**config.mk**
```make
export PLATFORM = sky130hd
export DESIGN_NAME = prod_acc_norm
export DESIGN_NICKNAME = d
export VERILOG_FILES = /design/src/rtl/prod_acc_norm.sv
export SDC_FILE = /design/constraint.sdc
export NUM_CORES = 1
export LEC_CHECK = 0
export CAP_MARGIN = 20
export CORE_ASPECT_RATIO = 1.5
export CORE_MARGIN = 2
export CORE_UTILIZATION = 54
export CTS_BUF_LIST = sky130_fd_sc_hd__clkbuf_8
export DETAILED_ROUTE_END_ITERATION = 6
export PLACE_DENSITY = 0.82
export SYNTH_ARGS = -nofsm -noshare
export SYNTH_HDL_FRONTEND = slang
export SYNTH_SLANG_ARGS = --single-unit
```
**constraint.sdc**
```tcl
create_clock -name sys_clk -period 4.6 [get_ports sys_clk]
set_input_delay 0.69 -clock sys_clk [delete_from_list [all_inputs] [get_ports sys_clk]]
set_output_delay 0.69 -clock sys_clk [all_outputs]
set_load 0.01 [all_outputs]
```
**src/rtl/prod_acc_norm.sv**
```systemverilog
// rtl/prod_acc_norm.sv - product accumulator with rounded, saturated 8-bit normalization
// Sums up to MAX_TERMS unsigned products per group, then presents one pixel until handshaken.
module prod_acc_norm #(
    parameter int SHIFT     = 8,
    parameter int MAX_TERMS = 16,
    parameter int ACC_W     = 28
) (
    input  logic        sys_clk,
    input  logic        sys_rst,
    input  logic [23:0] prod_in,
    input  logic        prod_valid,
    input  logic        prod_last,
    output logic        prod_ready,
    output logic [7:0]  pix_out,
    output logic        pix_valid,
    input  logic        pix_ready,
    output logic        sat_flag,
    output logic        ovf_err
);

    localparam logic [0:0] ST_ACC = 1'b0;
    localparam logic [0:0] ST_OUT = 1'b1;

    localparam int            CW   = $clog2(MAX_TERMS + 1);
    localparam logic [CW-1:0] CMAX = CW'(MAX_TERMS);
    localparam int            RSH  = (SHIFT > 0) ? SHIFT - 1 : 0;
    localparam logic [ACC_W:0] RND = (SHIFT > 0) ? ((ACC_W + 1)'(1) << RSH) : '0;

    logic [0:0]      state;
    logic [ACC_W-1:0] acc;
    logic [CW-1:0]   cnt;

    logic             beat;
    logic             full;
    logic [ACC_W-1:0] sum_next;
    logic [ACC_W:0]   rnd_sum;
    logic [ACC_W:0]   shifted;
    logic             sat_next;
    logic [7:0]       pix_next;

    assign prod_ready = (state == ST_ACC);
    assign pix_valid  = (state == ST_OUT);
    assign beat       = prod_valid & prod_ready;
    assign full       = (cnt == CMAX);

    // Beats past the term limit are dropped from the sum; only the error flag records them.
    assign sum_next = full ? acc : acc + {{(ACC_W - 24){1'b0}}, prod_in};
    assign rnd_sum  = {1'b0, sum_next} + RND;
    assign shifted  = rnd_sum >> SHIFT;
    assign sat_next = |shifted[ACC_W:8];
    assign pix_next = sat_next ? 8'hFF : shifted[7:0];

    always_ff @(posedge sys_clk) begin
        if (sys_rst) begin
            state    <= ST_ACC;
            acc      <= '0;
            cnt      <= '0;
            pix_out  <= '0;
            sat_flag <= 1'b0;
            ovf_err  <= 1'b0;
        end else begin
            case (state)
                ST_ACC: begin
                    if (beat) begin
                        acc <= sum_next;
                        if (full) begin
                            ovf_err <= 1'b1;
                        end else begin
                            cnt <= cnt + CW'(1);
                        end
                        if (prod_last) begin
                            state    <= ST_OUT;
                            pix_out  <= pix_next;
                            sat_flag <= sat_next;
                        end
                    end
                end
                ST_OUT: begin
                    if (pix_ready) begin
                        state <= ST_ACC;
                        acc   <= '0;
                        cnt   <= '0;
                    end
                end
                default: state <= ST_ACC;
            endcase
        end
    end

endmodule

```
* After elaboration in Yosys (flattened, before gate mapping) *
Index checks and enable logic that the tools add are counted.

storage, ports and cells
  register bits = 44
  bits of input ports = 29
  output and inout bits = 12
  logic and storage cells = 33

cells by class
  add/subtract/negate cells = 3
  equality and inequality tests = 4
  muxes and demuxes = 13
  bitwise gates (word level) = 2
  reductions and logical operators = 5

operators with widths
  operator               count
  $mux 28                3
  $pmux 28 s2            1
  $add 28x8->29 const B  1
  $add 28x24->28         1
  $mux 5                 3
  $reduce_or 13->1       1
  $pmux 5 s2             1
  $reduce_and 3->1       3
  $mux 8                 1
  $add 5x1->5 const B    1
  $eq 5x5->1 const B     1
  $ne 2x2->1 const B     2
  $mux 1                 3
  $ne 2x1->1 const B     1
  $pmux 1 s2             1
  $reduce_and 2->1       1
  $and 1x1->1            1
  $not 1->1              1

* Depth between registers and ports, before layout *
  depth in word-level cells = 5
  gate-level depth with buffers = 18
  depth with buffers taken out = 16

* Worst setup path after synthesis *
OpenSTA, ideal clock, no wires.

  path type = input to register
  from = input port prod_in[0]
  to = register pix_out[0]
  library setup time = 0.139 ns
  arrival = 4.224 ns
  data required time = 4.461 ns
  path slack = 0.238 ns
  stages on the path = 13
  buffers on the path = 0
  cells stage by stage = ha_1 -> fa_1 -> a211oi_1 -> o21ai_2 -> a21oi_1 -> o31ai_1 -> xnor2_1 -> or4b_4 -> a21o_1 -> nor4b_1 -> mux2_2 -> nor4_4 -> a211oi_1

on the way
  longest elaborated chain between the ends = 5

RTL lines
  what                  RTL line  RTL
  start, declared       10        input logic [23:0] prod_in,
  $add 28x24->28 *      47        assign sum_next = full ? acc : acc + {{(ACC_W - 24){1'b0}}, prod_in};
  $mux 28 *             47
  $add 28x8->29 *       48        assign rnd_sum = {1'b0, sum_next} + RND;
  $reduce_or 13->1      50        assign sat_next = |shifted[ACC_W:8];
  $mux 8 *              51        assign pix_next = sat_next ? 8'hFF : shifted[7:0];
  end signal, assigned  73        pix_out <= pix_next;
  end, declared         14        output logic [7:0] pix_out,

Mark *: on every way between the ends. The rest lies on a longest branch, timed or not.
A chain may end at the register's enable or synchronous reset.

* Worst setup path in the final report *
  from = input port prod_in[1]
  to = register pix_out[1]

The elaborated chain is that of the path after synthesis.

==> impl_metrics.json <==
{
  "outcome": "finished clean",
  "powerDensity_nw_per_um2": 310.0,
  "instances_no_fill": 693,
  "htree_levels": 2,
  "drv_slew": 0,
  "synthFlopType": "dfxtp_1",
  "grt_max_degree": 26,
  "overflow": 0,
  "vias_per_cell": 6.495,
  "arrival_ns": 4.62,
  "drtIter0Drc": 275,
  "routabilityCongestion": 1.026,
  "grt_pass1_vias": 4546,
  "wl_met1_mm": 4.634,
  "row_count": 37,
  "chipWidth_microns": 72.89,
  "yosysWarnings": 0,
  "antennaDiodeCount": 0,
  "syn_nets": 568,
  "synth_compound_area_frac": 0.3105,
  "avgSynthCellArea_sq_um": 7.522,
  "gr-usage-all-layers": 0.3303,
  "nNetsFinal": 671,
  "synth-seq-cells": 44,
  "synth.area.mux_share": 0.01367,
  "ir_drop_uv": 288.6,
  "wirelength_mm": 12.75,
  "path_class": "in -> reg",
  "synthCells": 511,
  "min_period_over_period": 0.9696,
  "synth.distinct_cells": 69,
  "synth_edf_count": 0,
  "finalPower_mw": 1.572,
  "place_inst": 684,
  "antenna_found_initial": 0,
  "dieHeight_microns": 107.3,
  "hold_viol": 0,
  "top_layer": "met4",
  "maxCapViolCount": 0,
  "numCtsBuffers": 5,
  "crit_path_end_kind": "flop",
  "drc": 0,
  "fp.dieArea_sq_um": 7823,
  "synth-xor-area-share": 0.06055,
  "synthSimpleGateAreaFrac": 0.2588,
  "reg2regPathDepth": 16,
  "ys_async_sr_fraction": 0,
  "ant_nets": 0,
  "clk_pin_slew_ns": 0.09,
  "crit_fanout": 9,
  "fmax_ghz": 0.2242,
  "maxSlewHeadroom": 0.2666,
  "routed-wl-met3_microns": 586,
  "grt_setup_unrepaired": "yes",
  "start_util": 0.5572,
  "wl_per_cell_microns": 18.40,
  "cp-start-kind": "primary input",
  "synth_fa_ha_area_frac": 0.09310,
  "synth_top_family_by_area": "compound AO/OA/AOI/OAI gates",
  "ioPinCount": 41,
  "fin_crit_ns": 4.460,
  "drtPass1Iterations": 5,
  "hpwl_mm": 9.676,
  "grt_pass1_wl_mm": 20.46,
  "cts-hold-fix-buffers": 0,
  "netlist_area_sq_um": 3844,
  "wl_met2_mm": 6.522,
  "root_buffer": "clkbuf_8",
  "clkLatencyLatePin_ns": 0.31,
  "coreArea_sq_um": 6898,
  "hold-path-cell-count": 2,
  "drive_above_1_share": 0.1951,
  "finalSetupViolations": 0,
  "worst_pin_slew_ns": 1.094,
  "p_leak_nw": 2.086,
  "holdCritPathClass": "reg -> reg",
  "vias": 4501,
  "portBuffers": 40,
  "cts_sinks": 44,
  "setup_tns_ns": 0,
  "clock_skew_ns": 0.002914,
  "worstPathRequired_ns": 4.76,
  "cts_tree": "built",
  "seq_area_frac_synth": 0.2292,
  "area.growth.synth_to_final_pct": 31.90,
  "clockBufferDepth": 2
}
[per-layer routing]
metal | GRT usage | vias up
met1 | 0.3407 | 2102
met5 | 0 | -
met4 | 0.2553 | 0
met2 | 0.5864 | 202
met3 | 0.03933 | 76
li1 | - | 2121
[power breakdown]
group	leakage [nW]	total, mW	internal [mW]	switching [mW]
logic	1.67	0.807	0.380	0.427
clock network	0.0548	0.315	0.164	0.152
registers	0.361	0.449	0.414	0.0356
[area by class of cell]
cell class / instances / area [sq um]
repair buffers: 122 / 1020
well taps: 78 / 97.59
multi-input cells: 435 / 2934
clock buffers: 5 / 68.82
clock inverters: 3 / 46.29
inverters: 6 / 22.52
fillers: 520 / 1828
flip-flops and latches: 44 / 880.8
[cell usage in the layout, fill, tap and decap left out, types with 3 or more instances in the layout]
master,count
a211oi_2,4
a21oi_1,42
clkbuf_8,5
clkdlybuf4s50_1,40
nand4_1,16
inv_1,6
a22oi_1,22
a31oi_1,3
o21ai_0,17
o31ai_1,3
xor2_1,13
nor2b_1,3
nor2_1,75
o21ai_1,5
xnor2_1,11
nor3b_1,3
and2_1,3
or2_2,4
a21boi_0,5
and3_1,6
a21o_1,6
nor3_1,16
buf_4,81
o21a_1,8
ha_1,26
o211ai_1,8
nand2b_1,5
o211a_1,3
or4_1,3
nand3_1,8
a211oi_1,14
nand2_1,48
dfxtp_1,44
[kinds of logic after synthesis]
logic type | Yosys count
adder cells (fa/ha/maj) | 28
XOR/XNOR | 25
AO/OA/AOI/OAI | 172
multiplexers | 5
AND/OR/NAND/NOR | 205
buffers and inverters | 32
flip-flops | 44
[stage by stage]
step	utilization	hold WS, ns	setup WS (ns)	area (sq um)
global placement	0.7025	0.4677	-0.2593	4846
global route	0.7350	0.5274	-0.07932	5070
CTS	0.7217	0.4973	0.01704	4979
finish	0.7350	0.5018	0.1398	5070
detailed placement	0.7025	0.4796	-0.4310	4846
floorplan	-	0.4570	0.2379	3844
[flip-flops by register name, indices dropped and copies added (netlist names)]
signal and flops:
acc 28, pix_out 8, cnt 5, ovf_err 1
pix_valid 1, sat_flag 1
[timing repair]
action,4_1_cts,5_1_grt
pin swaps,0,3
buffers inserted,0,1
gates resized for setup,4,19
setup endpoints to repair,9,9
[critical path, stage by stage]
cell and delay, ns:
clkdlybuf4s50_1 0.46, ha_1 0.37, a211oi_4 0.31, nor2_1 0.13, a41o_1 0.27, o21ai_1 0.24
a21boi_0 0.17, or4b_4 0.54, a21o_1 0.19, nor4b_2 0.32, mux2_2 0.40, nor4_4 0.28
buf_6 0.18, a211oi_1 0.07
[worst paths after layout]
kind                        startpoint                      end  slack (ns)
setup / recovery            prod_in[1]  pix_out[1]$_SDFFE_PP0P_        0.14
hold / removal    acc[27]$_SDFFE_PP0P_     acc[27]$_SDFFE_PP0P_        0.50
setup reg to reg   cnt[0]$_SDFFE_PP0P_  pix_out[5]$_SDFFE_PP0P_        0.35
hold reg to reg   acc[27]$_SDFFE_PP0P_     acc[27]$_SDFFE_PP0P_        0.50
[synth_stat cells, drive strengths merged (6+ instances only)]
cell type / number / share of area
o21a: 8 / 0.016
dfxtp: 44 / 0.23
nand4: 16 / 0.026
a211oi: 19 / 0.038
a22oi: 22 / 0.043
nand3: 8 / 0.010
a21o: 6 / 0.012
and3: 6 / 0.0098
ha: 27 / 0.088
o211ai: 8 / 0.016
nor2: 76 / 0.075
nor3: 17 / 0.022
xor2: 13 / 0.030
clkbuf: 16 / 0.016
nand2: 49 / 0.048
buf: 10 / 0.013
xnor2: 11 / 0.025
a21boi: 6 / 0.012
o21ai: 25 / 0.035
inv: 6 / 0.0059
a21oi: 44 / 0.058
No activity file was read; power rests on OpenSTA's default activity.
